<file path="src/rtl/ff_step_controller.sv">
// Step sequencer for the flip-flop exerciser: synchronizes and debounces the step
// button, optionally free-runs auto steps, and routes each step as a one-cycle clock enable.
module ff_step_controller #(
    parameter int DEBOUNCE_CYCLES = 1_000_000,
    parameter int AUTO_DIV        = 50_000_000
) (
    input  logic       clk,
    input  logic       reset,
    input  logic       btn_raw,
    input  logic       auto_en,
    input  logic [1:0] target_sel,
    output logic       ce_d,
    output logic       ce_jk,
    output logic       ce_t,
    output logic [7:0] step_count,
    output logic [1:0] dbg_state
);

    localparam int CNT_W = $clog2(DEBOUNCE_CYCLES + 1);
    localparam int PRE_W = $clog2(AUTO_DIV);

    localparam logic [CNT_W-1:0] CNT_ZERO = CNT_W'(0);
    localparam logic [CNT_W-1:0] CNT_ONE  = CNT_W'(1);
    localparam logic [CNT_W-1:0] CNT_LAST = CNT_W'(DEBOUNCE_CYCLES - 1);
    localparam logic [PRE_W-1:0] PRE_ZERO = PRE_W'(0);
    localparam logic [PRE_W-1:0] PRE_ONE  = PRE_W'(1);
    localparam logic [PRE_W-1:0] PRE_LAST = PRE_W'(AUTO_DIV - 1);

    typedef enum logic [1:0] {
        ST_IDLE         = 2'd0,
        ST_PRESS_WAIT   = 2'd1,
        ST_HELD         = 2'd2,
        ST_RELEASE_WAIT = 2'd3
    } deb_state_e;

    typedef enum logic [1:0] {
        RR_D  = 2'd0,
        RR_JK = 2'd1,
        RR_T  = 2'd2
    } rr_e;

    logic             btn_meta_q, btn_meta_d;
    logic             btn_sync_q, btn_sync_d;
    logic             btn_s;
    deb_state_e       state_q, state_d;
    logic [CNT_W-1:0] cnt_q, cnt_d;
    logic             btn_step_q, btn_step_d;
    logic [PRE_W-1:0] presc_q, presc_d;
    logic             auto_wrap_q, auto_wrap_d;
    logic             auto_step_q, auto_step_d;
    rr_e              rr_q, rr_d;
    rr_e              dest_s;
    logic             step_s;
    logic             ce_d_q, ce_d_d;
    logic             ce_jk_q, ce_jk_d;
    logic             ce_t_q, ce_t_d;
    logic [7:0]       count_q, count_d;

    function automatic rr_e rr_advance(input rr_e cur);
        rr_e nxt;
        case (cur)
            RR_D:    nxt = RR_JK;
            RR_JK:   nxt = RR_T;
            RR_T:    nxt = RR_D;
            default: nxt = RR_D;
        endcase
        return nxt;
    endfunction

    // Two-stage synchronizer for the asynchronous button input.
    always_comb begin
        btn_meta_d = btn_raw;
        btn_sync_d = btn_meta_q;
    end

    assign btn_s = btn_sync_q;

    // Debounce FSM: a level must stay stable for DEBOUNCE_CYCLES samples to be accepted.
    always_comb begin
        state_d    = state_q;
        cnt_d      = cnt_q;
        btn_step_d = 1'b0;
        case (state_q)
            ST_IDLE: begin
                if (btn_s) begin
                    state_d = ST_PRESS_WAIT;
                    cnt_d   = CNT_ONE;
                end else begin
                    state_d = ST_IDLE;
                    cnt_d   = CNT_ZERO;
                end
            end
            ST_PRESS_WAIT: begin
                if (!btn_s) begin
                    state_d = ST_IDLE;
                    cnt_d   = CNT_ZERO;
                end else if (cnt_q == CNT_LAST) begin
                    state_d    = ST_HELD;
                    cnt_d      = CNT_ZERO;
                    btn_step_d = 1'b1;
                end else begin
                    cnt_d = cnt_q + CNT_ONE;
                end
            end
            ST_HELD: begin
                if (!btn_s) begin
                    state_d = ST_RELEASE_WAIT;
                    cnt_d   = CNT_ONE;
                end else begin
                    state_d = ST_HELD;
                    cnt_d   = CNT_ZERO;
                end
            end
            ST_RELEASE_WAIT: begin
                if (btn_s) begin
                    state_d = ST_HELD;
                    cnt_d   = CNT_ZERO;
                end else if (cnt_q == CNT_LAST) begin
                    state_d = ST_IDLE;
                    cnt_d   = CNT_ZERO;
                end else begin
                    cnt_d = cnt_q + CNT_ONE;
                end
            end
            default: begin
                state_d = ST_IDLE;
                cnt_d   = CNT_ZERO;
            end
        endcase
    end

    // Auto prescaler; the wrap pulse is retimed one cycle before it becomes a step.
    always_comb begin
        presc_d     = presc_q;
        auto_wrap_d = 1'b0;
        auto_step_d = auto_wrap_q;
        if (!auto_en) begin
            presc_d     = PRE_ZERO;
            auto_wrap_d = 1'b0;
        end else if (presc_q == PRE_LAST) begin
            presc_d     = PRE_ZERO;
            auto_wrap_d = 1'b1;
        end else begin
            presc_d     = presc_q + PRE_ONE;
            auto_wrap_d = 1'b0;
        end
    end

    // Step routing, round-robin pointer and step counter.
    always_comb begin
        step_s  = btn_step_q | auto_step_q;
        rr_d    = rr_q;
        count_d = count_q;
        ce_d_d  = 1'b0;
        ce_jk_d = 1'b0;
        ce_t_d  = 1'b0;
        case (target_sel)
            2'b00:   dest_s = RR_D;
            2'b01:   dest_s = RR_JK;
            2'b10:   dest_s = RR_T;
            2'b11:   dest_s = rr_q;
            default: dest_s = RR_D;
        endcase
        if (step_s) begin
            count_d = count_q + 8'd1;
            if (target_sel == 2'b11) begin
                rr_d = rr_advance(rr_q);
            end else begin
                rr_d = rr_q;
            end
            case (dest_s)
                RR_D:    ce_d_d  = 1'b1;
                RR_JK:   ce_jk_d = 1'b1;
                RR_T:    ce_t_d  = 1'b1;
                default: ce_d_d  = 1'b0;
            endcase
        end else begin
            count_d = count_q;
            rr_d    = rr_q;
        end
    end

    // State register; reset aborts any debounce or prescale count in progress.
    always_ff @(posedge clk) begin
        if (reset) begin
            btn_meta_q  <= 1'b0;
            btn_sync_q  <= 1'b0;
            state_q     <= ST_IDLE;
            cnt_q       <= CNT_ZERO;
            btn_step_q  <= 1'b0;
            presc_q     <= PRE_ZERO;
            auto_wrap_q <= 1'b0;
            auto_step_q <= 1'b0;
            rr_q        <= RR_D;
            ce_d_q      <= 1'b0;
            ce_jk_q     <= 1'b0;
            ce_t_q      <= 1'b0;
            count_q     <= 8'd0;
        end else begin
            btn_meta_q  <= btn_meta_d;
            btn_sync_q  <= btn_sync_d;
            state_q     <= state_d;
            cnt_q       <= cnt_d;
            btn_step_q  <= btn_step_d;
            presc_q     <= presc_d;
            auto_wrap_q <= auto_wrap_d;
            auto_step_q <= auto_step_d;
            rr_q        <= rr_d;
            ce_d_q      <= ce_d_d;
            ce_jk_q     <= ce_jk_d;
            ce_t_q      <= ce_t_d;
            count_q     <= count_d;
        end
    end

    assign ce_d       = ce_d_q;
    assign ce_jk      = ce_jk_q;
    assign ce_t       = ce_t_q;
    assign step_count = count_q;
    assign dbg_state  = state_q;

    ff_step_controller_chk u_chk (
        .clk        (clk),
        .reset      (reset),
        .ce_d       (ce_d_q),
        .ce_jk      (ce_jk_q),
        .ce_t       (ce_t_q),
        .step_count (count_q)
    );

endmodule

// Runtime properties of the step outputs: enables are mutually exclusive and
// every enable pulse is accompanied by exactly one counter increment.
module ff_step_controller_chk (
    input logic       clk,
    input logic       reset,
    input logic       ce_d,
    input logic       ce_jk,
    input logic       ce_t,
    input logic [7:0] step_count
);

    a_ce_onehot: assert property (@(posedge clk) disable iff (reset)
        $onehot0({ce_d, ce_jk, ce_t}));

    a_count_step: assert property (@(posedge clk) disable iff (reset)
        (ce_d | ce_jk | ce_t) |-> (step_count == ($past(step_count) + 8'd1)));

endmodule

</file>
<file path="config.mk">
export PLATFORM = sky130hd
export DESIGN_NAME = ff_step_controller
export DESIGN_NICKNAME = d
export VERILOG_FILES = /design/src/rtl/ff_step_controller.sv
export SDC_FILE = /design/constraint.sdc
export NUM_CORES = 1
export LEC_CHECK = 0
export BUFFER_PORTS_ARGS = -buffer_cell sky130_fd_sc_hd__buf_2
export CORE_MARGIN = 2
export CORE_UTILIZATION = 44
export CTS_BUF_LIST = sky130_fd_sc_hd__clkbuf_16
export DETAILED_ROUTE_END_ITERATION = 12
export GPL_TIMING_DRIVEN = 0
export MAX_ROUTING_LAYER = met4
export PLACE_DENSITY = 0.62
export SYNTH_ARGS = -nofsm -noshare
export SYNTH_HDL_FRONTEND = slang
export SYNTH_SLANG_ARGS = --single-unit
</file>
<file path="constraint.sdc">
create_clock -name clk -period 3.5 [get_ports clk]
set_clock_uncertainty 0.1 [all_clocks]
set_input_delay 0.7 -clock clk [delete_from_list [all_inputs] [get_ports clk]]
set_output_delay 0.7 -clock clk [all_outputs]
set_load 0.01 [all_outputs]
</file>
After elaboration in Yosys (flattened, before gate mapping)
Index checks and enable logic that the tools add are counted.
- word-level logic and storage cells: 64
- bits in registers: 66
- output and inout port bits: 13
- input port bits: 6
- equality and inequality tests: 13
- reduce and logical (&&, ||, !) cells: 10
- $add $sub $neg: 3
- muxes and demuxes: 20
- bitwise operators: 5
- operator list (kind ; number):
    $pmux 20 s4 ; 1
    $mux 20 ; 3
    $add 26x1->26 const B ; 1
    $eq 26x26->1 const B ; 1
    $add 20x1->20 const B ; 1
    $eq 20x20->1 const B ; 1
    $pmux 2 s4 ; 2
    $eq 2x2->1 const B ; 5
    $mux 1 ; 9
    $add 8x1->8 const B ; 1
    $eq 2x1->1 const B ; 4
    $logic_not 2->1 ; 4
    $mux 2 ; 4
    $ne 3x3->1 const B ; 2
    $reduce_or 3->1 ; 2
    $not 1->1 ; 4
    $pmux 2 s2 ; 1
    $reduce_and 2->1 ; 2
    $reduce_or 2->1 ; 2
    $or 1x1->1 ; 1

Longest topological paths before layout
- depth in word-level cells: 4
- depth in mapped cells: 7
- gate-level depth less buffers: 5

Worst setup path before layout
OpenSTA, ideal clock, no wires.
- kind: input -> register
- from: input port reset
- to: register cnt_q[10]
- setup slack: 1.683 ns
- stages on the path: 7
- setup time: 0.117 ns
- arrival time: 1.600 ns
- data required time: 3.283 ns
- cells stage by stage: clkbuf_1 > inv_1 > nand2_1 > a211o_1 > buf_2 > buf_2 > nor2_1
- RTL lines (element ; RTL line ; RTL):
    start: declaration ; 8 ; input logic reset,
    end signal: assignment ; 203 ; cnt_q <= cnt_d;
    end: declaration ; 46 ; logic [CNT_W-1:0] cnt_q, cnt_d;

Worst setup path in the final report
- from: register presc_q[0]
- to: register presc_q[20]
- cells in the longest elaborated chain, start to end: 2
- elaborated cells between the ends (all ways): 3
- those cells by class: 1 x add/sub; 1 x eq/ne; 1 x reduce/logical
- RTL lines (element ; RTL line ; RTL):
    start: declaration ; 48 ; logic [PRE_W-1:0] presc_q, presc_d;
    start signal: assignment ; 205 ; presc_q <= presc_d;
    parallel branches: the longest is 2 deep, another holds $add 26x1->26 ; -- ;
Several ways; the timed one is not identified.
A chain may end at the register's enable or synchronous reset.

==> results.yml <==
synthesis:
  synth-edff-count: 0
  synthTopCellsByArea: "dfxtp_1 45%, xor2_1 6.6%, nor2_1 5.0%"
  seq_area_frac_synth_pct: 45.0
  ys_top_cells_by_count: "66 x dfxtp_1, 39 x nor2_1, 23 x a21oi_1"
  ys_ff_latch: 66
  async_reset_ff_share_pct: 0
  synth_area_leader_cell: "dfxtp_1"
  synth_most_common_cell: "dfxtp_1"
  synth_area_um2: 2940
  syn-num-nets: 343
  yosys_warnings: 0
  avgSynthCellArea_um2: 8.80
  yosysTopAreaCellShare_pct: 45.0
  syn_inst: 334
  yosysUniqueCellTypes: 37
  synth_flop_cell: "dfxtp_1"
power_and_ir_drop:
  ir_drop_v: 0.000349
  power.leakage_uw: 0.00124
  pwr_density_cell_nw_per_um2: 463
die:
  die_area_um2: 7350
  die_width_um: 85.7
  fp.coreArea_um2: 6390
  std_cell_rows: 29
  start_util_pct: 46.0
  ios: 19
  dieHeight_um: 85.7
status:
  outcome: "complete, no violations"
detailed_routing:
  drtPass1Iterations: 4
  wl_per_cell_um: 12.9
  drc: 0
  drt_iter0_drc: 108
  vias: 2432
  antenna_left: 0
  routed_wl_um: 5730
  vias_per_cell: 5.48
grt:
  grt_max_degree: 12
  grt_usage_pct: 17.4
  antenna_found_initial: 0
  grt_pass1_wl_um: 10000
  grt_pass1_vias: 2257
  globalRoute.totalOverflow: 0
critical_path:
  cp.arrival_ps: 2200
  setup.worst_path.class: "flop to flop"
  worst_setup_path_start_kind: "flop"
  required_ps: 3600
  cp-end-kind: "flop"
  path_max_fanout: 10
sta:
  slew_violations: 0
  hold_viol: 0
  clock.fmax_ghz: 0.476
  relSlewSlack_pct: 69.0
  fin_crit_sh_pct: 60.1
  min_period_ps: 2100
  worst_slew_pin_slew_ps: 459
  finalSetupViolations: 0
  grt_setup_unrepaired: "false"
  setup_tns_ps: 0
worst_hold_path:
  hold_path.class: "flop to flop"
final_layout:
  drive_above_1_share_pct: 13.6
  final_net_count: 371
  diodes: 0
  finish.utilization_pct: 53.0
  num-fill-cells: 617
  syn2layout_area_growth_pct: 15.2
  multiInputGateArea_um2: 1490
  regArea_um2: 1320
clocking:
  post_cts_buffers: 0
  path_clk_slew_ps: 50
  htree_levels: 3
  clock_latency_ps: 330
  cts_tree: "done"
  cts_resized: 0
  cts.sinks: 66
  cts_buffer_depth: 2
  cts-root-buf: "clkbuf_16"
  cts_hold_buf: 0
  cts_buffers: 9
placed_design:
  io_buffers: 17
  gp_congestion: 0.775
  place_hpwl_um: 3990
job:
  drv_cap: 0
-- final timing paths --
check | startpoint | to | slack, ps | cells past startpoint
worst max register to register | presc_q[0]$_SDFF_PP0_ | presc_q[20]$_SDFF_PP0_ | 1400 | 7
worst min-delay path | auto_step_d$_SDFF_PP0_ | auto_step_q$_SDFF_PP0_ | 330 | 1
worst min register to register | auto_step_d$_SDFF_PP0_ | auto_step_q$_SDFF_PP0_ | 330 | 1
worst max-delay path | presc_q[0]$_SDFF_PP0_ | presc_q[20]$_SDFF_PP0_ | 1400 | 7
-- layout by cell type, fill, tap and decap left out, drive strengths merged --
master,Yosys,routed
ha,3,3
nor2b,4,4
xor2,22,22
nor4b,3,3
clkinv,0,4
clkbuf,5,14
clkinvlp,0,1
and2,8,8
a21oi,23,23
or3,13,13
and4,6,6
a211o,1,1
o31ai,8,8
nand4,19,19
or4b,1,1
mux2i,2,2
nor4,3,3
or2,1,1
inv,7,9
o21bai,1,1
a211oi,1,1
xnor2,7,7
or4,8,8
nor2,39,39
nand2,23,23
nor3,3,3
nand3,18,18
and3,10,10
dfxtp,66,66
o21ai,17,17
nand3b,1,1
buf,11,28
-- cell type report --
type | instances | share of cell area [%]
buffer | 16 | 3.03
tap | 77 | 2.85
clock buffer | 9 | 6.66
inverter | 7 | 0.777
clock inverter | 7 | 1.15
multi-input combinational | 245 | 44.0
timing repair buffer | 17 | 2.51
sequential | 66 | 39.1
-- power by group --
group          leakage (µW)  switching, µW  internal [µW]
registers          0.000532           1.67            755
logic              0.000566           14.6           6.75
clock network      0.000138            318            470
-- cell families (layout without fill, tap and decap cells) --
logic type                 Yosys count  count (layout)  synth area share, %
xor gates and xnor gates            29              29                 8.65
adders and majority gates            3               3                 1.28
and+or+nand+nor                    160             160                 30.2
DFF                                 66              66                 45.0
buffers and inverters               23              56                 4.39
muxes                                2               2                0.681
AOI/OAI and AO/OA                   51              51                 9.80
-- registers in the layout, summed over array words and instances, names as in the netlist, named ones only --
| name | count |
|---|---|
| auto_step_q | 1 |
| dbg_state | 1 |
| ce_t | 1 |
| rr_q | 2 |
| auto_step_d | 1 |
| cnt_q | 20 |
| btn_meta_q | 1 |
| btn_s | 1 |
| step_count | 8 |
| presc_q | 26 |
| btn_step_q | 1 |
| ce_d | 1 |
| ce_jk | 1 |
-- stage by stage --
| stage | power, µW | cells | setup WS (ps) | cell area (µm²) | hold WS (ps) |
|---|---|---|---|---|---|
| after floorplan | 785 | 334 | 1680 | 2940 | 313 |
| after global placement | 794 | 428 | 1380 | 3120 | 317 |
| after detailed placement | 794 | 428 | 1360 | 3120 | 324 |
| after CTS | 1580 | 444 | 1370 | 3380 | 337 |
| after global routing | 1620 | 444 | 1180 | 3380 | 363 |
| final | 1570 | 444 | 1400 | 3380 | 334 |
-- critical path, cell delays in order, from the launching register on --
cell	delay (ps)
dfxtp_1	340
ha_1	180
and2_1	120
clkbuf_1	310
nand4_1	240
o21bai_2	320
buf_2	300
a21oi_1	70
-- layer usage --
metal,vias up,wire length (µm),share of wire (%),GRT usage (%)
li1,1254,-,-,-
met4,0,95,1.7,8.66
met3,8,198,3.5,2.98
met1,1138,2820,49,22.4
met2,32,2610,46,26.6
met5,-,0,0,-
(Power assumes the default switching activity.)
